## src/rtl/lsu_ctrl.sv

```systemverilog
// Load/store unit: steers store lanes, extracts and extends load data, stalls the core per access.
// Latency: start in cycle 0, request in cycle 1, done pulse one cycle after mem_ready_i (or after timeout).
// Backpressure: request fields hold until mem_ready_i; stall_o holds the core. Optional macro: LSU_MISALIGN_TRAP_EN.
module lsu_ctrl #(
    parameter int unsigned TIMEOUT_CYCLES = 255
) (
    input  logic        clk_i,
    input  logic        rst_i,
    input  logic        start_i,
    input  logic        is_load_i,
    input  logic        is_store_i,
    input  logic [2:0]  funct3_i,
    input  logic [31:0] addr_i,
    input  logic [31:0] wdata_i,
    output logic        mem_req_o,
    output logic        mem_we_o,
    output logic [31:0] mem_addr_o,
    output logic [3:0]  mem_wstrb_o,
    output logic [31:0] mem_wdata_o,
    input  logic        mem_ready_i,
    input  logic [31:0] mem_rdata_i,
    output logic [31:0] rdata_o,
    output logic        done_o,
    output logic        err_o,
    output logic        stall_o
);

    typedef enum logic [1:0] {
        S_IDLE = 2'd0,
        S_REQ  = 2'd1,
        S_DONE = 2'd2
    } state_t;

    // Counter is 8 bits wide; the limit is taken from the low byte of the parameter.
    localparam logic [7:0] TO_LIMIT = TIMEOUT_CYCLES[7:0];

    state_t      state_q;
    logic [7:0]  cnt_q;
    logic [7:0]  cnt_d;
    logic        mem_req_q;
    logic        mem_we_q;
    logic [31:0] mem_addr_q;
    logic [3:0]  mem_wstrb_q;
    logic [31:0] mem_wdata_q;
    logic [31:0] rdata_q;
    logic        done_q;
    logic        err_q;
    logic [2:0]  funct3_q;
    logic [1:0]  off_q;

    logic        req_any;
    logic        req_bad;
    logic        funct3_ok;
    logic        misaligned;
    logic [3:0]  st_wstrb_d;
    logic [31:0] st_wdata_d;
    logic [31:0] ld_ext_d;
    logic [7:0]  ld_byte;
    logic [15:0] ld_half;

    assign req_any = start_i && (is_load_i || is_store_i);
    assign cnt_d   = cnt_q + 8'd1;

    // Classify the incoming request: wrong direction encoding, bad width code, or (optionally) misaligned.
    always_comb begin
        funct3_ok = 1'b0;
        if (is_load_i) begin
            funct3_ok = (funct3_i == 3'b000) || (funct3_i == 3'b001) || (funct3_i == 3'b010) ||
                        (funct3_i == 3'b100) || (funct3_i == 3'b101);
        end else begin
            funct3_ok = (funct3_i == 3'b000) || (funct3_i == 3'b001) || (funct3_i == 3'b010);
        end
`ifdef LSU_MISALIGN_TRAP_EN
        misaligned = ((funct3_i[1:0] == 2'b01) && addr_i[0]) ||
                     ((funct3_i[1:0] == 2'b10) && (addr_i[1:0] != 2'b00));
`else
        misaligned = 1'b0;
`endif
        req_bad = (is_load_i == is_store_i) || !funct3_ok || misaligned;
    end

    // Store lane steering: byte/half data is replicated so the strobes alone pick the lanes.
    always_comb begin
        st_wstrb_d = 4'b1111;
        st_wdata_d = wdata_i;
        case (funct3_i[1:0])
            2'b00: begin
                st_wstrb_d = 4'b0001 << addr_i[1:0];
                st_wdata_d = {4{wdata_i[7:0]}};
            end
            2'b01: begin
                st_wstrb_d = addr_i[1] ? 4'b1100 : 4'b0011;
                st_wdata_d = {2{wdata_i[15:0]}};
            end
            default: begin
                st_wstrb_d = 4'b1111;
                st_wdata_d = wdata_i;
            end
        endcase
    end

    // Load extraction and sign/zero extension from the returned word.
    always_comb begin
        ld_byte  = 8'h00;
        ld_half  = off_q[1] ? mem_rdata_i[31:16] : mem_rdata_i[15:0];
        ld_ext_d = mem_rdata_i;
        case (off_q)
            2'd0:    ld_byte = mem_rdata_i[7:0];
            2'd1:    ld_byte = mem_rdata_i[15:8];
            2'd2:    ld_byte = mem_rdata_i[23:16];
            default: ld_byte = mem_rdata_i[31:24];
        endcase
        case (funct3_q)
            3'b000:  ld_ext_d = {{24{ld_byte[7]}}, ld_byte};
            3'b001:  ld_ext_d = {{16{ld_half[15]}}, ld_half};
            3'b100:  ld_ext_d = {24'h0, ld_byte};
            3'b101:  ld_ext_d = {16'h0, ld_half};
            default: ld_ext_d = mem_rdata_i;
        endcase
    end

    // Access FSM with registered memory-side outputs and completion flags.
    always_ff @(posedge clk_i) begin
        if (rst_i) begin
            state_q     <= S_IDLE;
            cnt_q       <= 8'd0;
            mem_req_q   <= 1'b0;
            mem_we_q    <= 1'b0;
            mem_addr_q  <= 32'h0;
            mem_wstrb_q <= 4'h0;
            mem_wdata_q <= 32'h0;
            rdata_q     <= 32'h0;
            done_q      <= 1'b0;
            err_q       <= 1'b0;
            funct3_q    <= 3'b000;
            off_q       <= 2'b00;
        end else begin
            case (state_q)
                S_IDLE: begin
                    done_q <= 1'b0;
                    err_q  <= 1'b0;
                    if (req_any) begin
                        if (req_bad) begin
                            state_q <= S_DONE;
                            done_q  <= 1'b1;
                            err_q   <= 1'b1;
                        end else begin
                            state_q     <= S_REQ;
                            cnt_q       <= 8'd0;
                            mem_req_q   <= 1'b1;
                            mem_we_q    <= is_store_i;
                            mem_addr_q  <= {addr_i[31:2], 2'b00};
                            mem_wstrb_q <= is_store_i ? st_wstrb_d : 4'b0000;
                            mem_wdata_q <= st_wdata_d;
                            funct3_q    <= funct3_i;
                            off_q       <= addr_i[1:0];
                        end
                    end
                end
                S_REQ: begin
                    if (mem_ready_i) begin
                        if (!mem_we_q) begin
                            rdata_q <= ld_ext_d;
                        end
                        mem_req_q   <= 1'b0;
                        mem_we_q    <= 1'b0;
                        mem_wstrb_q <= 4'b0000;
                        state_q     <= S_DONE;
                        done_q      <= 1'b1;
                        err_q       <= 1'b0;
                    end else if (cnt_d == TO_LIMIT) begin
                        mem_req_q   <= 1'b0;
                        mem_we_q    <= 1'b0;
                        mem_wstrb_q <= 4'b0000;
                        rdata_q     <= 32'h0;
                        state_q     <= S_DONE;
                        done_q      <= 1'b1;
                        err_q       <= 1'b1;
                        cnt_q       <= cnt_d;
                    end else begin
                        cnt_q <= cnt_d;
                    end
                end
                S_DONE: begin
                    done_q  <= 1'b0;
                    err_q   <= 1'b0;
                    cnt_q   <= 8'd0;
                    state_q <= S_IDLE;
                end
                default: begin
                    state_q <= S_IDLE;
                end
            endcase
        end
    end

    assign mem_req_o   = mem_req_q;
    assign mem_we_o    = mem_we_q;
    assign mem_addr_o  = mem_addr_q;
    assign mem_wstrb_o = mem_wstrb_q;
    assign mem_wdata_o = mem_wdata_q;
    assign rdata_o     = rdata_q;
    assign done_o      = done_q;
    assign err_o       = err_q;
    // Stall is released in DONE so the core advances exactly once per instruction.
    assign stall_o     = ((state_q == S_IDLE) && req_any) || (state_q == S_REQ);

endmodule

```

## config.mk

```make
export PLATFORM = sky130hd
export DESIGN_NAME = lsu_ctrl
export DESIGN_NICKNAME = d
export VERILOG_FILES = /design/src/rtl/lsu_ctrl.sv
export SDC_FILE = /design/constraint.sdc
export NUM_CORES = 1
export LEC_CHECK = 0
export ABC_AREA = 0
export CORE_MARGIN = 10
export CORE_UTILIZATION = 46
export CTS_CLUSTER_DIAMETER = 50
export CTS_CLUSTER_SIZE = 40
export DETAILED_ROUTE_END_ITERATION = 16
export MAX_ROUTING_LAYER = met4
export PLACE_DENSITY = 0.94
export SLEW_MARGIN = 40
export SYNTH_ARGS = -nofsm -noshare
export SYNTH_HDL_FRONTEND = slang
export SYNTH_SLANG_ARGS = --single-unit
```

## constraint.sdc

```tcl
create_clock -name clk_i -period 3.1 [get_ports clk_i]
set_input_delay 0.62 -clock clk_i [delete_from_list [all_inputs] [get_ports clk_i]]
set_output_delay 0.62 -clock clk_i [all_outputs]
set_load 0.01 [all_outputs]
```

==> metrics.csv <==
stage,metric,value,unit
power_and_ir_drop,p_switching,1.11,mW
floorplan,start_util,47.1,%
clock_network,clkTransAtPathRegs,60,ps
layout,drive_above_1_share,6.82,%
clock_network,cts-root-buf,clkbuf_16,
worst_setup_path,path_class,in -> out,
placed_design,gp_congestion,0.895,
layout,stdcell_count,1125,
global_route,grt_overflow,0,
layout,fill_cells,980,
placed_design,place_hpwl,14900,microns
logic_synthesis,seq_area_frac_synth,39.4,%
drt,routedWlPerCell,18.7,microns
layout,multiInputGateArea,3230,sq um
timing,finalClockSkew,5.89,ps
drt,vias,6503,
clock_network,clkSinkCount,117,
timing,fin_ws,186,ps
logic_synthesis,avgSynthCellArea,7.85,sq um
timing,fin_crit,2910,ps
worst_setup_path,required,2480,ps
timing,relSlewSlack,48.8,%
global_route,grt_pass1_wl,33300,microns
clock_network,ctsResizeCount,0,
global_route,grt_pass1_vias,6354,
drt,ant_nets,0,
drt,vias_per_cell,5.78,
worst_setup_path,critPathLaunchType,input port,
worst_setup_path,cp_max_fo,3,
global_route,grtUsageTotal,23.6,%
logic_synthesis,synth-edff-count,0,
worst_setup_path,cp_slowest_cell,clkdlybuf4s50_1,
layout,seq_area,2340,sq um
timing,hold_violations,0,
global_route,grt_max_degree,51,
worst_setup_path,cp_top_family,buffers and inverters,
logic_synthesis,ys_ff_latch,117,
logic_synthesis,syn_area,5940,sq um
power_and_ir_drop,total_leakage_power,3.35,nW
logic_synthesis,synthTopCellsByArea,"dfxtp_1, nand2_1, a21oi_1, clkbuf_1, o21ai_0",
timing,whs,451,ps
logic_synthesis,synth_top_area_share,39.4,%
drt,drt_iter0_markers,570,
drt,drt_drc_violations_left,0,
worst_setup_path,cp_common_cell,clkdlybuf4s50_1,
clock_network,numCtsBuffers,17,
logic_synthesis,ys_types,56,
placed_design,pre_cts_ws,186,ps
worst_setup_path,path_cells,"clkdlybuf4s50_1, inv_1, ha_1, nand2b_1, o21ai_0, clkdlybuf4s50_1",
floorplan,die_h,134,microns
clock_network,postCtsHoldBufs,0,
placed_design,placedCellCount,1093,
power_and_ir_drop,swShare,24.6,%
logic_synthesis,synth.most_common_cell,nand2_1,
worst_setup_path,worstReg2RegStart,cnt_q[1],
logic_synthesis,netlist_top_cells_count,"nand2_1, dfxtp_1, a21oi_1",
timing,worst_pin_slew,767,ps
clock_network,cts_tree,built,
logic_synthesis,synthFlopType,dfxtp_1,
floorplan,dieArea,17900,sq um
worst_setup_path,worstPathBufferInverterCount,3,
hold_path,hold_class,reg -> reg,
logic_synthesis,synth_largest_area_cell,dfxtp_1,
global_route,antenna_found_initial,0,
clock_network,insertion_delay,420,ps
layout,area_delta_synth_final,48.7,%
power_and_ir_drop,p_seq_share,35.8,%
power_and_ir_drop,p_per_area,510,nW/um^2
timing,slew_viol_final,0,
layout,antennaDiodeCount,0,
drt,dr.pass1.iters,5,
drt,wl,21100,microns
power_and_ir_drop,pwr-share-clk,49.0,%
flow_run,maxCapViolCount,0,
floorplan,core_area,12600,sq um
placed_design,portBuffers,207,
logic_synthesis,synth_warnings,0,
floorplan,top_level_ports,210,
hold_path,min_from,mem_addr_o[7],
logic_synthesis,async_flop_share,0,%
floorplan,rows,41,
floorplan,fp.dieW,134,microns
logic_synthesis,synthCells,757,
clock_network,htree_levels,4,
timing,fin_crit_sh,94.0,%
clock_network,post-cts-setup-buffers,0,
clock_network,clockBufferDepth,2,
power_and_ir_drop,p_int,3.40,mW
worst_setup_path,critPathLaunch,is_store_i,
power_and_ir_drop,comb_power_share,15.3,%
timing,clock.fmax,343,MHz
worst_setup_path,cp-end-kind,output port,
timing,setup_violations,0,
timing,rsz0062_at_grt,no,
worst_setup_path,cpPeakStageDelay,610,ps
worst_setup_path,arrival,2290,ps
power_and_ir_drop,peakVddDrop,0.000510,V
run_status,status,"finished, final reports clean",
timing,totalNegativeSetupSlack,0,ps
layout,final_net_count,1051,
-- sequential cells by signal, indices dropped and copies added (netlist names) --
register,cells
mem_wdata_o,32
rdata_o,32
mem_addr_o,30
cnt_q,8
mem_wstrb_o,4
funct3_q,3
off_q,2
state_q,2
done_o,1
err_o,1
mem_req_o,1
mem_we_o,1
-- final timing paths --
kind                    to  slack, ps  cells after the start
max                stall_o        190                      6
min          mem_addr_o[7]        450                      2
max reg2reg    rdata_o[10]        490                      7
min reg2reg  mem_addr_o[7]        450                      2
-- stage by stage --
stage	area (sq um)	utilization [%]	power, mW
after floorplan	5940	-	1.95
after global placement	8170	64.7	2.30
after detailed placement	8170	64.7	2.32
after CTS	8830	70.0	4.52
after global routing	8830	70.0	4.66
final	8830	70.0	4.50
-- tightest hold or removal path, stage by stage, from the launching register on --
cell,delay (ps)
dfxtp_1,300
nand2_1,50
a21oi_1,50
-- placed cells by master, fill, tap and decap left out, drive strengths merged, types with 6 or more instances in the layout --
| master | instances |
|---|---|
| o221ai | 7 |
| a32o | 17 |
| dfxtp | 117 |
| a21oi | 67 |
| nand2b | 21 |
| and3 | 18 |
| or3 | 7 |
| nor2 | 39 |
| o311ai | 15 |
| ha | 6 |
| a211oi | 8 |
| a41o | 17 |
| o21ai | 38 |
| nand3 | 7 |
| a311oi | 9 |
| a221oi | 11 |
| clkbuf | 20 |
| buf | 26 |
| a31oi | 8 |
| mux2i | 16 |
| a211o | 8 |
| clkdlybuf4s50 | 206 |
| nand2 | 163 |
| nor3 | 12 |
| inv | 28 |
-- cell families after synthesis --
family,after synthesis,share of synthesized area [%]
AND/OR/NAND/NOR,281,20.9
AO/OA/AOI/OAI,237,28.4
flip-flops,117,39.4
buffers and inverters,97,6.64
multiplexers,18,3.27
adder cells (fa/ha/maj),6,1.26
other,1,0.0631
-- area by class of cell --
type / count / share of cell area (%)
clock buffer: 20 / 5.28
clock inverter: 12 / 2.27
inverter: 28 / 1.19
tap: 172 / 2.44
timing repair buffer: 232 / 25.8
sequential: 117 / 26.5
multi-input combinational: 544 / 36.5
-- routing by layer --
layer / routed length, microns / global-route usage [%]
met1: 8320 / 27.1
met2: 9750 / 36.0
met3: 2470 / 9.25
met4: 551 / 9.79
met5: 0 / -
-- power by group through the flow --
stage	sequential (mW)	combinational, mW	clock (mW)
2_1_floorplan	1.66	0.286	0
3_3_place_gp	1.64	0.665	0
3_5_place_dp	1.64	0.676	0
4_1_cts	1.61	0.686	2.22
5_1_grt	1.62	0.742	2.30
6_report	1.61	0.687	2.21
Power figures use the tool's default switching activity.
